==> src/rtl/tx_scheduler.sv <==
// Frame scheduler: arbitrates audio/text word streams into pilot-led frames feeding one output register.
// Optional pilot insertion is enabled by defining TX_PILOT_EN.
module tx_scheduler #(
    parameter int                DATA_W     = 18,
    parameter int                FRAME_LEN  = 8,
    parameter int                AUDIO_RUN  = 4,
    parameter logic [DATA_W-1:0] PILOT_WORD = DATA_W'(16)
) (
    input  logic              CLOCK_50,
    input  logic              RESET,
    input  logic [DATA_W-1:0] AUD_DATA,
    input  logic              AUD_VALID,
    output logic              AUD_READY,
    input  logic [DATA_W-1:0] TXT_DATA,
    input  logic              TXT_VALID,
    output logic              TXT_READY,
    output logic [DATA_W-1:0] TX_DATA,
    output logic              TX_VALID,
    input  logic              TX_READY,
    output logic              TX_MODE,
    output logic              TX_PILOT,
    output logic              FRAME_DONE
);

    localparam logic [7:0] LAST_IDX = 8'(FRAME_LEN - 1);
    localparam logic [3:0] RUN_MAX  = 4'(AUDIO_RUN);

`ifdef TX_PILOT_EN
    typedef enum logic [1:0] {IDLE, PILOT, PAYLOAD} state_t;
`else
    typedef enum logic [0:0] {IDLE, PAYLOAD} state_t;
`endif

    state_t            state_q, state_d;
    logic              grant_q, grant_d;      // 0 = audio, 1 = text
    logic [3:0]        run_q, run_d;
    logic [7:0]        cnt_q, cnt_d;
    logic              tx_valid_q, tx_valid_d;
    logic [DATA_W-1:0] tx_data_q, tx_data_d;
    logic              tx_mode_q, tx_mode_d;
    logic              tx_pilot_q, tx_pilot_d;
    logic              tx_last_q, tx_last_d;

    logic              load;
    logic              src_valid;
    logic [DATA_W-1:0] src_data;
    logic              pick_txt;
    logic              load_pilot;
    logic              load_word;
    logic              aud_ready;
    logic              txt_ready;

    assign load      = !tx_valid_q || TX_READY;
    assign src_valid = grant_q ? TXT_VALID : AUD_VALID;
    assign src_data  = grant_q ? TXT_DATA : AUD_DATA;
    assign pick_txt  = (AUD_VALID && TXT_VALID) ? (run_q == RUN_MAX) : TXT_VALID;

    always_comb begin
        state_d    = state_q;
        grant_d    = grant_q;
        run_d      = run_q;
        cnt_d      = cnt_q;
        tx_valid_d = tx_valid_q;
        tx_data_d  = tx_data_q;
        tx_mode_d  = tx_mode_q;
        tx_pilot_d = tx_pilot_q;
        tx_last_d  = tx_last_q;
        aud_ready  = 1'b0;
        txt_ready  = 1'b0;
        load_pilot = 1'b0;
        load_word  = 1'b0;

        // A free output slot with nothing new to load becomes a bubble.
        if (load) begin
            tx_valid_d = 1'b0;
        end

        case (state_q)
            IDLE: begin
                if (AUD_VALID || TXT_VALID) begin
                    grant_d = pick_txt;
                    if (pick_txt || !TXT_VALID) begin
                        run_d = '0;
                    end else if (run_q != RUN_MAX) begin
                        run_d = run_q + 1'b1;
                    end
`ifdef TX_PILOT_EN
                    state_d = PILOT;
`else
                    state_d = PAYLOAD;
`endif
                end
            end
`ifdef TX_PILOT_EN
            PILOT: begin
                if (load) begin
                    load_pilot = 1'b1;
                    state_d    = PAYLOAD;
                end
            end
`endif
            PAYLOAD: begin
                aud_ready = !grant_q && load;
                txt_ready = grant_q && load;
                if (load && src_valid) begin
                    load_word = 1'b1;
                    if (cnt_q == LAST_IDX) begin
                        cnt_d   = '0;
                        state_d = IDLE;
                    end else begin
                        cnt_d = cnt_q + 1'b1;
                    end
                end
            end
            default: state_d = IDLE;
        endcase

        // Mode only changes when a frame's first word is loaded, so it stays constant per frame.
        if (load_pilot || load_word) begin
            tx_valid_d = 1'b1;
            tx_data_d  = load_pilot ? PILOT_WORD : src_data;
            tx_mode_d  = grant_q;
            tx_pilot_d = load_pilot;
            tx_last_d  = load_word && (cnt_q == LAST_IDX);
        end
    end

    always_ff @(posedge CLOCK_50 or posedge RESET) begin
        if (RESET) begin
            state_q    <= IDLE;
            grant_q    <= 1'b0;
            run_q      <= '0;
            cnt_q      <= '0;
            tx_valid_q <= 1'b0;
            tx_data_q  <= '0;
            tx_mode_q  <= 1'b0;
            tx_pilot_q <= 1'b0;
            tx_last_q  <= 1'b0;
        end else begin
            state_q    <= state_d;
            grant_q    <= grant_d;
            run_q      <= run_d;
            cnt_q      <= cnt_d;
            tx_valid_q <= tx_valid_d;
            tx_data_q  <= tx_data_d;
            tx_mode_q  <= tx_mode_d;
            tx_pilot_q <= tx_pilot_d;
            tx_last_q  <= tx_last_d;
        end
    end

    assign AUD_READY  = aud_ready;
    assign TXT_READY  = txt_ready;
    assign TX_DATA    = tx_data_q;
    assign TX_VALID   = tx_valid_q;
    assign TX_MODE    = tx_mode_q;
    assign TX_PILOT   = tx_pilot_q;
    assign FRAME_DONE = tx_valid_q && TX_READY && tx_last_q;

endmodule

==> config.mk <==
export PLATFORM = sky130hd
export DESIGN_NAME = tx_scheduler
export DESIGN_NICKNAME = d
export VERILOG_FILES = /design/src/rtl/tx_scheduler.sv
export SDC_FILE = /design/constraint.sdc
export NUM_CORES = 1
export LEC_CHECK = 0
export CORE_ASPECT_RATIO = 1.1
export CORE_UTILIZATION = 41
export CTS_BUF_LIST = sky130_fd_sc_hd__clkbuf_2 sky130_fd_sc_hd__clkbuf_4 sky130_fd_sc_hd__clkbuf_8
export DETAILED_ROUTE_END_ITERATION = 7
export PLACE_DENSITY = 0.81
export SYNTH_ARGS = -nofsm -noshare
export SYNTH_HDL_FRONTEND = slang
export SYNTH_SLANG_ARGS = --single-unit
==> constraint.sdc <==
create_clock -name CLOCK_50 -period 1.73 [get_ports CLOCK_50]
set_clock_uncertainty 0.2 [all_clocks]
set_input_delay 0.173 -clock CLOCK_50 [delete_from_list [all_inputs] [get_ports CLOCK_50]]
set_output_delay 0.173 -clock CLOCK_50 [all_outputs]
set_load 0.05 [all_outputs]
==> results.md, run 1 <==
- Status: complete, no violations
- Internal power: between 1500 and 2000 µW
- CTS max path bufs: 2
- Startpoint types: flip-flop
- Asr flop ratio synth: 1.00
- Core Area: 3960 µm²
- DRT Wirelength: 3.62 mm
- CTS buffer count: 5
- Met2 WL: about 1.8 mm
- Most frequent cells in the layout: clkdlybuf4s50_1, dfrtp_1, nand2_1, buf_4, o21ai_0
- Register Area: 877 µm²
- Largest net degree at the start of global routing: 23
- Synth Net Count: 216
- Reg2Reg Launch Point: grant_q
- Most common cell after layout, fill and taps aside: clkdlybuf4s50_1
- Combinational Power Share: 0.284
- Clock share of power: 0.278
- Mean Syn Cell Area: about 9.8 µm²
- RSZ-0062 raised after global routing: false
- Synth Instances: roughly 170
- Synth-to-Final Area Change: 48.6%
- Setup ws final: about 0.073 ns
- Fraction of layout cells with a size suffix above 1: 0.190
- Worst endpoint data arrival time: 1.28 ns
- Worst-path clk slew: about 0.070 ns
- Pre-CTS WS: -0.0851 ns
- Vias: 1,458
- Clock latency on the worst-skew pair: 0.28 ns
- Min-delay worst type: in -> async
- Fmax: 603 MHz
- Die area: 4390 µm²
- Peak supply drop: 666 µV
- DRT Pass-1 Iters: 4
- Design Power: 2340 µW
- Setup Viol. Count Final: 0
- Via density: 4.96
- Mapped Area: 1690 µm²
- Sw frac: 0.326
- CP Data Required Time: 1.36 ns
- DR top layer: met4
- TNS Setup: 0 ns
- Period utilization: 0.958
- PortBufs: 63
- Sequential share of power: 0.438
- Hold Fails Final Rpt: 0
- Max FO, Critical Path: 22
- NetSw: between 700 and 800 µW
- Most used DFF post-synth: dfrtp_1
- Vias in the first global route: 1,457
- Worst r2r path cells: 4
- Hpwl dp: between 2 and 3 mm
- Die Span Y: 69.4 µm
- GRT overflow: 0
- Synthesized flop and latch total: 35
- Footprint of the multi-input gates: ~750 µm²
- Post-synth EDFFs: 0
- Reg-to-reg endpoint: cnt_q[7]
- Antenna Cells: 0
- LEAKAGE: 0.00112 µW
- Minimum clock period: approximately 1.7 ns
- Final net count: 285
- CTS tree: built
- Detail Route Antenna Nets: 0
- Post-route DRC: 0
- # fillers: 335
- Sequential-to-total area share from yosys stat: 0.517
- I/O pins: between 60 and 70
- Met3 routed WL: 234 µm
- WS Path Type: reg -> out
- M1 wire length: between 1.5 and 2 mm
- CTS sink count: 35
- Initial detailed-routing violation count: 53
- Hold buffers post-CTS: 0
- Cell row count: 24
- RD Place Congestion: just under 0.8
- Final Max Tran Viols: 0
- Clock Tree Root: clkbuf_8
- Max Cap Viol: 0
- Post-DR wirelength/cell: 12.3 µm
- Util after Layout: 0.635
- Crit. End Element: output pin
- Yosys warns: 0
- First-pass GRT wire length: between 6 and 7 mm
- Pwr Density: 929 nW/µm²
- Initial antenna violation count: 0
- Tot GR Track Use: 0.182
- Fin Hold WS: 0.0200 ns
- Starting Density: 0.427
- DIE WIDTH: roughly 63 µm
- Distinct cells, synth: 32
- Flop-to-flop setup slack: 0.08 ns
- CTS H-tree lvls: 2
==> critical path, stage by stage (launching register included) <==
cell	delay (ns)
dfrtp_1	0.41
buf_12	0.21
and3_1	0.22
buf_12	0.15
==> cells by family after synthesis <==
group / Yosys count / synth area share
xor gates and xnor gates: 4 / 0.0207
AOI/OAI and AO/OA: 35 / 0.114
buffers and inverters: 18 / 0.0480
and+or+nand+nor: 56 / 0.154
DFF: 35 / 0.517
muxes: 20 / 0.121
adders and majority gates: 3 / 0.0222
other: 1 / 0.00221
==> synthesized netlist by cell type (all sizes together) (4+ instances only) <==
cell / n / area share
dfrtp: 35 / 0.52
nand2: 29 / 0.064
o21ai: 24 / 0.071
mux2i: 19 / 0.11
buf: 7 / 0.024
inv: 7 / 0.016
nand3: 6 / 0.021
nor2: 5 / 0.011
nor3: 5 / 0.015
a21oi: 4 / 0.012
clkbuf: 4 / 0.0089
==> metrics by stage <==
step	instance area (µm²)	cells
final	2520	294
after global routing	2520	294
after CTS	2510	294
after detailed placement	2400	286
after global placement	2400	286
after floorplan	1710	172
==> state kept, by name (all words and copies together), names as in the netlist <==
name       count
TX_DATA       18
cnt_q          8
run_q          4
TX_VALID       1
state_q        1
TX_MODE        1
tx_last_q      1
grant_q        1
==> power by group through the flow <==
stage	Sequential [µW]	Clock (µW)	Combinational (µW)
final	1020	651	664
after global placement	1030	0	660
after floorplan	1240	0	199
after CTS	1020	668	671
after detailed placement	1030	0	674
after global routing	1040	694	716
==> cell type report <==
| class | count | area share |
|---|---|---|
| Sequential cell | 35 | 0.348 |
| Multi-Input combinational cell | 119 | 0.297 |
| Timing Repair Buffer | 73 | 0.277 |
| Clock buffer | 8 | 0.0413 |
| Tap cell | 52 | 0.0258 |
| Inverter | 7 | 0.0104 |
==> routing by layer <==
layer	track usage	vias to the layer above
met1	0.201	674
met2	0.324	56
met5	0	-
met3	0.0477	5
li1	-	723
met4	0.0833	0
==> worst max path at each step <==
stage / start / to / slack (ns) / cells after the start
finish: grant_q / TXT_READY / 0.07 / 3
global route: grant_q / TXT_READY / 0.02 / 3
CTS: grant_q / TXT_READY / 0.02 / 3
detailed placement: AUD_VALID / cnt_q[7] / -0.09 / 5
global placement: TXT_VALID / cnt_q[7] / -0.05 / 5
floorplan: grant_q / TXT_READY / 0.0008 / 3
==> timing repair <==
item                                    CTS  global route
gates resized for setup                   2             1
buffers inserted                          0             0
endpoints found under the setup margin    1             1
(Power assumes the default switching activity.)
==> run 2, diff against run 1 <==
--- a/config.mk
+++ b/config.mk
@@ -5,11 +5,12 @@
 export SDC_FILE = /design/constraint.sdc
 export NUM_CORES = 1
 export LEC_CHECK = 0
+export ABC_AREA = 1
 export CORE_ASPECT_RATIO = 1.1
-export CORE_UTILIZATION = 41
+export CORE_UTILIZATION = 42
 export CTS_BUF_LIST = sky130_fd_sc_hd__clkbuf_2 sky130_fd_sc_hd__clkbuf_4 sky130_fd_sc_hd__clkbuf_8
 export DETAILED_ROUTE_END_ITERATION = 7
-export PLACE_DENSITY = 0.81
+export PLACE_DENSITY = 0.8
 export SYNTH_ARGS = -nofsm -noshare
 export SYNTH_HDL_FRONTEND = slang
 export SYNTH_SLANG_ARGS = --single-unit
==> results.md, run 2 <==
- Status: complete, no violations (unchanged)
- Pre-CTS WS: -0.0114 ns (was -0.0851 ns)
- TNS Setup: 0 ns (unchanged)
- Sw frac: 0.483 (was 0.326)
- Peak supply drop: 970 µV (was 666 µV)
- Most used DFF post-synth: dfrtp_1 (unchanged)
- Largest net degree at the start of global routing: 36 (was 23)
- Initial detailed-routing violation count: 61 (was 53)
- Top-area cell type share of the netlist area: 0.468 (was 0.517)
- Combinational Power Share: 0.560 (was 0.284)
- CTS sink count: 35 (unchanged)
- Adder-Cell Fraction of Synth Area: 0.0201 (was 0.0222)
- DRT Pass-1 Iters: 4 (unchanged)
- Largest cells by area after synthesis: dfrtp_1, nand2_1, nand3_1 (was dfrtp_1, mux2i_1, o21ai_0)
- Worst endpoint data arrival time: 1.29 ns (was 1.28 ns)
- Sequential share of power: 0.286 (was 0.438)
- Clock latency on the worst-skew pair: 0.29 ns (was 0.28 ns)
- Largest stage delay on the critical path: 0.44 ns (was 0.41 ns)
- Worst path slowest cell: dfrtp_2 (was dfrtp_1)
- Die area: 4730 µm² (was 4390 µm²)
- Synth-to-Final Area Change: 43.2% (was 48.6%)
- Fraction of layout cells with a size suffix above 1: 0.141 (was 0.190)
- Period utilization: 0.960 (was 0.958)
- CTS max path bufs: 2 (unchanged)
- Reg-to-reg endpoint: state_q (was cnt_q[7])
- Synth Net Count: 311 (was 216)
- Distinct cells, synth: 25 (was 32)
- First-pass GRT wire length: 6.96 mm (was 6.15 mm)
- Final Max Tran Viols: 0 (unchanged)
- Mean Syn Cell Area: 7.01 µm² (was 9.85 µm²)
- Util after Layout: 0.625 (was 0.635)
- Mux share of post-synthesis cell area: 0 (was 0.121)
- Min-delay worst type: in -> async (unchanged)
- Clock Tree Root: clkbuf_8 (unchanged)
- Setup ws final: 0.0695 ns (was 0.0729 ns)
- Cell row count: 25 (was 24)
- RSZ-0062 raised after global routing: false (unchanged)
- Internal power: 2530 µW (was 1580 µW)
- Initial antenna violation count: 0 (unchanged)
- Most frequent cells in the layout: nand2_1, clkdlybuf4s50_1, dfrtp_1, buf_4, nand3_1 (was clkdlybuf4s50_1, dfrtp_1, nand2_1, buf_4, o21ai_0)
- Max Cap Viol: 0 (unchanged)
- Fin Hold WS: 0.0278 ns (was 0.0200 ns)
- Reg2Reg Launch Point: cnt_q[0] (was grant_q)
- Yosys warns: 0 (unchanged)
- Worst r2r path cells: 5 (was 4)
- Worst-path clk slew: 0.07 ns (about the same)
- GRT overflow: 0 (unchanged)
- NetSw: 2360 µW (was 763 µW)
- Post-route DRC: 0 (unchanged)
- Asr flop ratio synth: 1.00 (unchanged)
- Pwr Density: 1820 nW/µm² (was 929 nW/µm²)
- Core Area: 4290 µm² (was 3960 µm²)
- XOR/XNOR share of the synthesized area: 0.00468 (was 0.0207)
- Worst path depth: 3 (unchanged)
- Worst-path cell chain: buf_4 > nor3_4 > buf_12 (was buf_12 > and3_1 > buf_12)
- Crit. End Element: output pin (unchanged)
- Max reg flops: 18 (unchanged)
- Worst path bufs/invs: 2 (unchanged)
- Hold Fails Final Rpt: 0 (unchanged)
- Synthesized flop and latch total: 35 (unchanged)
- Via density: 4.71 (was 4.96)
- Setup Viol. Count Final: 0 (unchanged)
- Most frequent cell after synthesis: nand2_1 (was dfrtp_1)
- Hold buffers post-CTS: 0 (unchanged)
- Final net count: 377 (was 285)
- Startpoint types: flip-flop (unchanged)
- DIE WIDTH: 65.7 µm (was 63.3 µm)
- Detail Route Antenna Nets: 0 (unchanged)
- I/O pins: 65 (unchanged)
- CTS tree: built (unchanged)
- Die Span Y: 72.0 µm (was 69.4 µm)
- Max FO, Critical Path: 12 (was 22)
- LEAKAGE: 0.00142 µW (was 0.00112 µW)
- Mapped Area: 1870 µm² (was 1690 µm²)
- Antenna Cells: 0 (unchanged)
- Synth Area in Simple Gates: 0.413 (was 0.154)
- Vias: 1,827 (was 1,458)
- Most frequent cells after synthesis: nand2_1, dfrtp_1, nand3_1 (was dfrtp_1, nand2_1, o21ai_0)
- Hpwl dp: 3.01 mm (was 2.71 mm)
- Starting Density: 0.437 (was 0.427)
- Vias in the first global route: 1,660 (was 1,457)
- Synth Instances: 267 (was 172)
- WS Path Type: reg -> out (unchanged)
- Clock share of power: 0.155 (was 0.278)
- Fmax: 602 MHz (was 603 MHz)
- DRT Wirelength: 4.06 mm (was 3.62 mm)
- CP top delay family: flip-flops (unchanged)
- Most common cell after layout, fill and taps aside: nand2_1 (was clkdlybuf4s50_1)
- CTS H-tree lvls: 2 (unchanged)
- Sequential-to-total area share from yosys stat: 0.468 (was 0.517)
- CP Data Required Time: 1.36 ns (about the same)
- Synth Area in Compound Gates: 0.0274 (was 0.114)
- Cell taking the most area after synthesis: dfrtp_1 (unchanged)
- Post-synth EDFFs: 0 (unchanged)
- Flop-to-flop setup slack: 0.21 ns (was 0.08 ns)
- PortBufs: 63 (unchanged)
- RD Place Congestion: 0.795 (was 0.770)
- CTS buffer count: 5 (unchanged)
- Tot GR Track Use: 0.196 (was 0.182)
- Post-DR wirelength/cell: 10.5 µm (was 12.3 µm)
- Largest family of logic cells by synthesized area: simple AND/OR/NAND/NOR gates (unchanged)
- Minimum clock period: 1.66 ns (about the same)
- Setup repair bufs after CTS: 0 (unchanged)
## run 2: changes by cell type in the layout (fill, tap and decap cells not counted), moves of 7 or more
cell / change
nand2_1: +128
inv_1: +7
o21ai_0: -20
mux2i_1: -19
nand3_1: +11
## run 2: timing repair
action,4_1_cts,5_1_grt
gates cloned,0,0
setup endpoints to repair,1,2
resized for setup,1,2
pin swaps,0,1
## run 2: power groups by stage
stage	Combinational (µW)	Clock, µW	Sequential, µW
after global routing	2990	805	1440
final	2740	756	1400
after global placement	2710	0	1390
after detailed placement	2750	0	1400
after floorplan	1160	0	2130
after CTS	2760	767	1390
## run 2: cell families (layout without fill, tap and decap cells)
kind of cell,Yosys count,in the layout
buf+inv,25,92
simple gates,193,193
fa+ha+maj,3,3
compound gates,9,9
xor+xnor,1,1
flops,35,35
other cells,1,1
## run 2: how the worst max path moves through the flow
stage              start   endpoint  slack, ns
2_1_floorplan   TX_VALID  AUD_READY      -0.13
3_3_place_gp    TX_READY   cnt_q[2]       0.04
3_5_place_dp   TXT_VALID   run_q[2]      -0.01
4_1_cts          grant_q  AUD_READY       0.03
5_1_grt          grant_q  AUD_READY       0.02
6_report         grant_q  AUD_READY       0.07
## run 2: worst reg2reg max path, delay by kind of cell, from the launching register on
family | cells | cell delay [ns]
AOI/OAI and AO/OA | 1 | 0.21
adders and majority gates | 1 | 0.20
DFF | 1 | 0.42
and+or+nand+nor | 3 | 0.39
## run 2: layer usage
| layer | part of all wire | track usage | vias up | wire (µm) |
|---|---|---|---|---|
| met5 | 0 | 0 | - | 0 |
| met4 | 0.012 | 0.0797 | 0 | 47 |
| met3 | 0.051 | 0.0550 | 2 | 206 |
| met2 | 0.51 | 0.333 | 49 | 2090 |
| met1 | 0.42 | 0.230 | 827 | 1720 |
| li1 | - | - | 949 | - |
## run 2: layout make-up
| type | count | area, µm² |
|---|---|---|
| Timing Repair Buffer | 69 | 668 |
| Clock inverter | 2 | 35.0 |
| Tap cell | 54 | 67.6 |
| Clock buffer | 6 | 82.6 |
| Multi-Input combinational cell | 207 | 893 |
| Inverter | 15 | 56.3 |
| Sequential cell | 35 | 877 |
| Fill cell | 381 | 1610 |
## run 2: per-stage QoR
stage	instance area [µm²]	total power, µW	instances
floorplan	1880	3290	267
global placement	2550	4100	380
detailed placement	2550	4150	380
CTS	2680	4920	388
global route	2680	5230	388
finish	2680	4890	388
==> run 3, diff against run 2 <==
--- a/config.mk
+++ b/config.mk
@@ -6,7 +6,7 @@
 export NUM_CORES = 1
 export LEC_CHECK = 0
 export ABC_AREA = 1
-export CORE_ASPECT_RATIO = 1.1
+export CORE_ASPECT_RATIO = 0.75
 export CORE_UTILIZATION = 42
 export CTS_BUF_LIST = sky130_fd_sc_hd__clkbuf_2 sky130_fd_sc_hd__clkbuf_4 sky130_fd_sc_hd__clkbuf_8
 export DETAILED_ROUTE_END_ITERATION = 7
==> results.md, run 3 (same netlist as run 2, synthesis figures left out) <==
- Die area: 4730 µm² (about the same)
- Hold buffers post-CTS: 0 (unchanged)
- Core Area: 4150 µm² (was 4290 µm²)
- Internal power: 2370 µW (was 2530 µW)
- Initial detailed-routing violation count: 123 (was 61)
- Flop-to-flop setup slack: 0.17 ns (was 0.21 ns)
- Pwr Density: 1800 nW/µm² (was 1820 nW/µm²)
- Initial antenna violation count: 0 (unchanged)
- Detail Route Antenna Nets: 0 (unchanged)
- Startpoint types: flip-flop (unchanged)
- Fraction of layout cells with a size suffix above 1: 0.135 (was 0.141)
- Sequential share of power: 0.295 (was 0.286)
- Min-delay worst type: in -> async (unchanged)
- Clock share of power: 0.124 (was 0.155)
- # fillers: 392 (was 381)
- Crit. End Element: output pin (unchanged)
- Via density: 4.77 (was 4.71)
- Status: complete, no violations (unchanged)
- RSZ-0062 raised after global routing: false (unchanged)
- Hold Fails Final Rpt: 0 (unchanged)
- Max FO, Critical Path: 5 (was 12)
- Hpwl dp: 3.25 mm (was 3.01 mm)
- Cell area after layout: 2640 µm² (was 2680 µm²)
- DIE WIDTH: 79.1 µm (was 65.7 µm)
- CTS max path bufs: 2 (unchanged)
- CTS tree: built (unchanged)
- Worst-path clk slew: 0.07 ns (about the same)
- Cell row count: 20 (was 25)
- LEAKAGE: 0.00140 µW (was 0.00142 µW)
- Combinational Power Share: 0.582 (was 0.560)
- DRT Pass-1 Iters: 5 (was 4)
- Max Cap Viol: 0 (unchanged)
- CTS H-tree lvls: 2 (unchanged)
- CTS sink count: 35 (unchanged)
- Clock Tree Root: clkbuf_8 (unchanged)
- CTS buffer count: 5 (unchanged)
- Tot GR Track Use: 0.205 (was 0.196)
- Die Span Y: 59.8 µm (was 72.0 µm)
- WS Path Type: reg -> out (unchanged)
- Peak supply drop: 1150 µV (was 970 µV)
- Period utilization: 0.947 (was 0.960)
- Most common cell after layout, fill and taps aside: nand2_1 (unchanged)
- Final Max Tran Viols: 0 (unchanged)
- Worst endpoint data arrival time: 1.26 ns (was 1.29 ns)
- Setup Viol. Count Final: 0 (unchanged)
- Vias in the first global route: 1,679 (was 1,660)
- Minimum clock period: 1.64 ns (was 1.66 ns)
- DRT Wirelength: 4.49 mm (was 4.06 mm)
- RD Place Congestion: 0.846 (was 0.795)
- Placed cell count: 380 (unchanged)
- Worst r2r path cells: 5 (unchanged)
- Post-route DRC: 0 (unchanged)
- Filler-free cell count of the finished design: 388 (unchanged)
- PortBufs: 63 (unchanged)
- Starting Density: 0.451 (was 0.437)
- Final net count: 376 (was 377)
- Vias: 1,852 (was 1,827)
- First-pass GRT wire length: 7.46 mm (was 6.96 mm)
- Max reg flops: 18 (unchanged)
- I/O pins: 65 (unchanged)
- Antenna Cells: 0 (unchanged)
- Sw frac: 0.502 (was 0.483)
- NetSw: 2380 µW (was 2360 µW)
- Clock latency on the worst-skew pair: 0.28 ns (was 0.29 ns)
- Fmax: 611 MHz (was 602 MHz)
- Post-DR wirelength/cell: 11.6 µm (was 10.5 µm)
- Setup repair bufs after CTS: 0 (unchanged)
- Synth-to-Final Area Change: 40.9% (was 43.2%)
- Area of placed instances: 2550 µm² (about the same)
- Largest net degree at the start of global routing: 33 (was 36)
- Most frequent cells in the layout: nand2_1, clkdlybuf4s50_1, dfrtp_1, buf_4, nand3_1 (unchanged)
- Design Power: 4750 µW (was 4890 µW)
- GRT overflow: 0 (unchanged)
- CP Data Required Time: 1.36 ns (about the same)
[run 3: cell types whose count changed in the layout (fill, tap and decap cells not counted), sizes merged]
cell    delta
bufinv     -1
clkbuf     +1
buf        -1
[run 3: timing repair]
action,4_1_cts,5_1_grt
hold endpoints to repair,0,0
resized for setup,0,1
setup endpoints to repair,0,1
[run 3: metrics by stage]
step | hold slack (ns) | TNS, ns | util | setup slack [ns]
after detailed placement | 0.266 | -0.0530 | 0.613 | -0.0434
after floorplan | 0.120 | -0.128 | - | -0.128
after global placement | 0.264 | 0 | 0.613 | 0.0416
after global routing | 0.0645 | 0 | 0.635 | 0.0283
final | 0.0249 | 0 | 0.635 | 0.0924
after CTS | 0.0239 | 0 | 0.634 | 0.0199
[run 3: metal layers]
metal / routed length [µm] / up-vias / GRT usage
met3: 315 / 2 / 0.0656
met1: 2020 / 844 / 0.266
met2: 2130 / 61 / 0.334
met4: 21 / 0 / 0.0571
li1: - / 945 / -
met5: 0 / - / 0
[run 3: path summary, 6_finish.rpt]
check,startpoint,endpoint
worst max-delay path,TX_VALID,AUD_READY
worst min-delay path,RESET,TX_DATA[8]
worst max register to register,cnt_q[1],state_q
worst min register to register,TX_DATA[16],TX_DATA[16]
max in group asynchronous,RESET,grant_q
min in group CLOCK_50,TX_DATA[16],TX_DATA[16]
[run 3: power by group through the flow]
stage | registers, µW | logic, µW | clock network (µW)
floorplan | 2130 | 1160 | 0
CTS | 1400 | 2790 | 601
global placement | 1390 | 2710 | 0
detailed placement | 1400 | 2790 | 0
global route | 1450 | 3020 | 629
finish | 1400 | 2760 | 588
[run 3: critical path: stages, from the launching register on]
cell,delay [ns]
dfrtp_1,0.41
nand2_2,0.13
inv_1,0.08
nor3_2,0.19
buf_12,0.17
[run 3: area by class of cell]
class	count	area, µm²	area share
Multi-Input combinational cell	207	887	0.336
Sequential cell	35	876	0.332
Timing Repair Buffer	68	661	0.250
Clock buffer	7	83.8	0.0318
Tap cell	55	68.8	0.0261
Inverter	15	56.3	0.0213
Clock inverter	1	5.00	0.00190
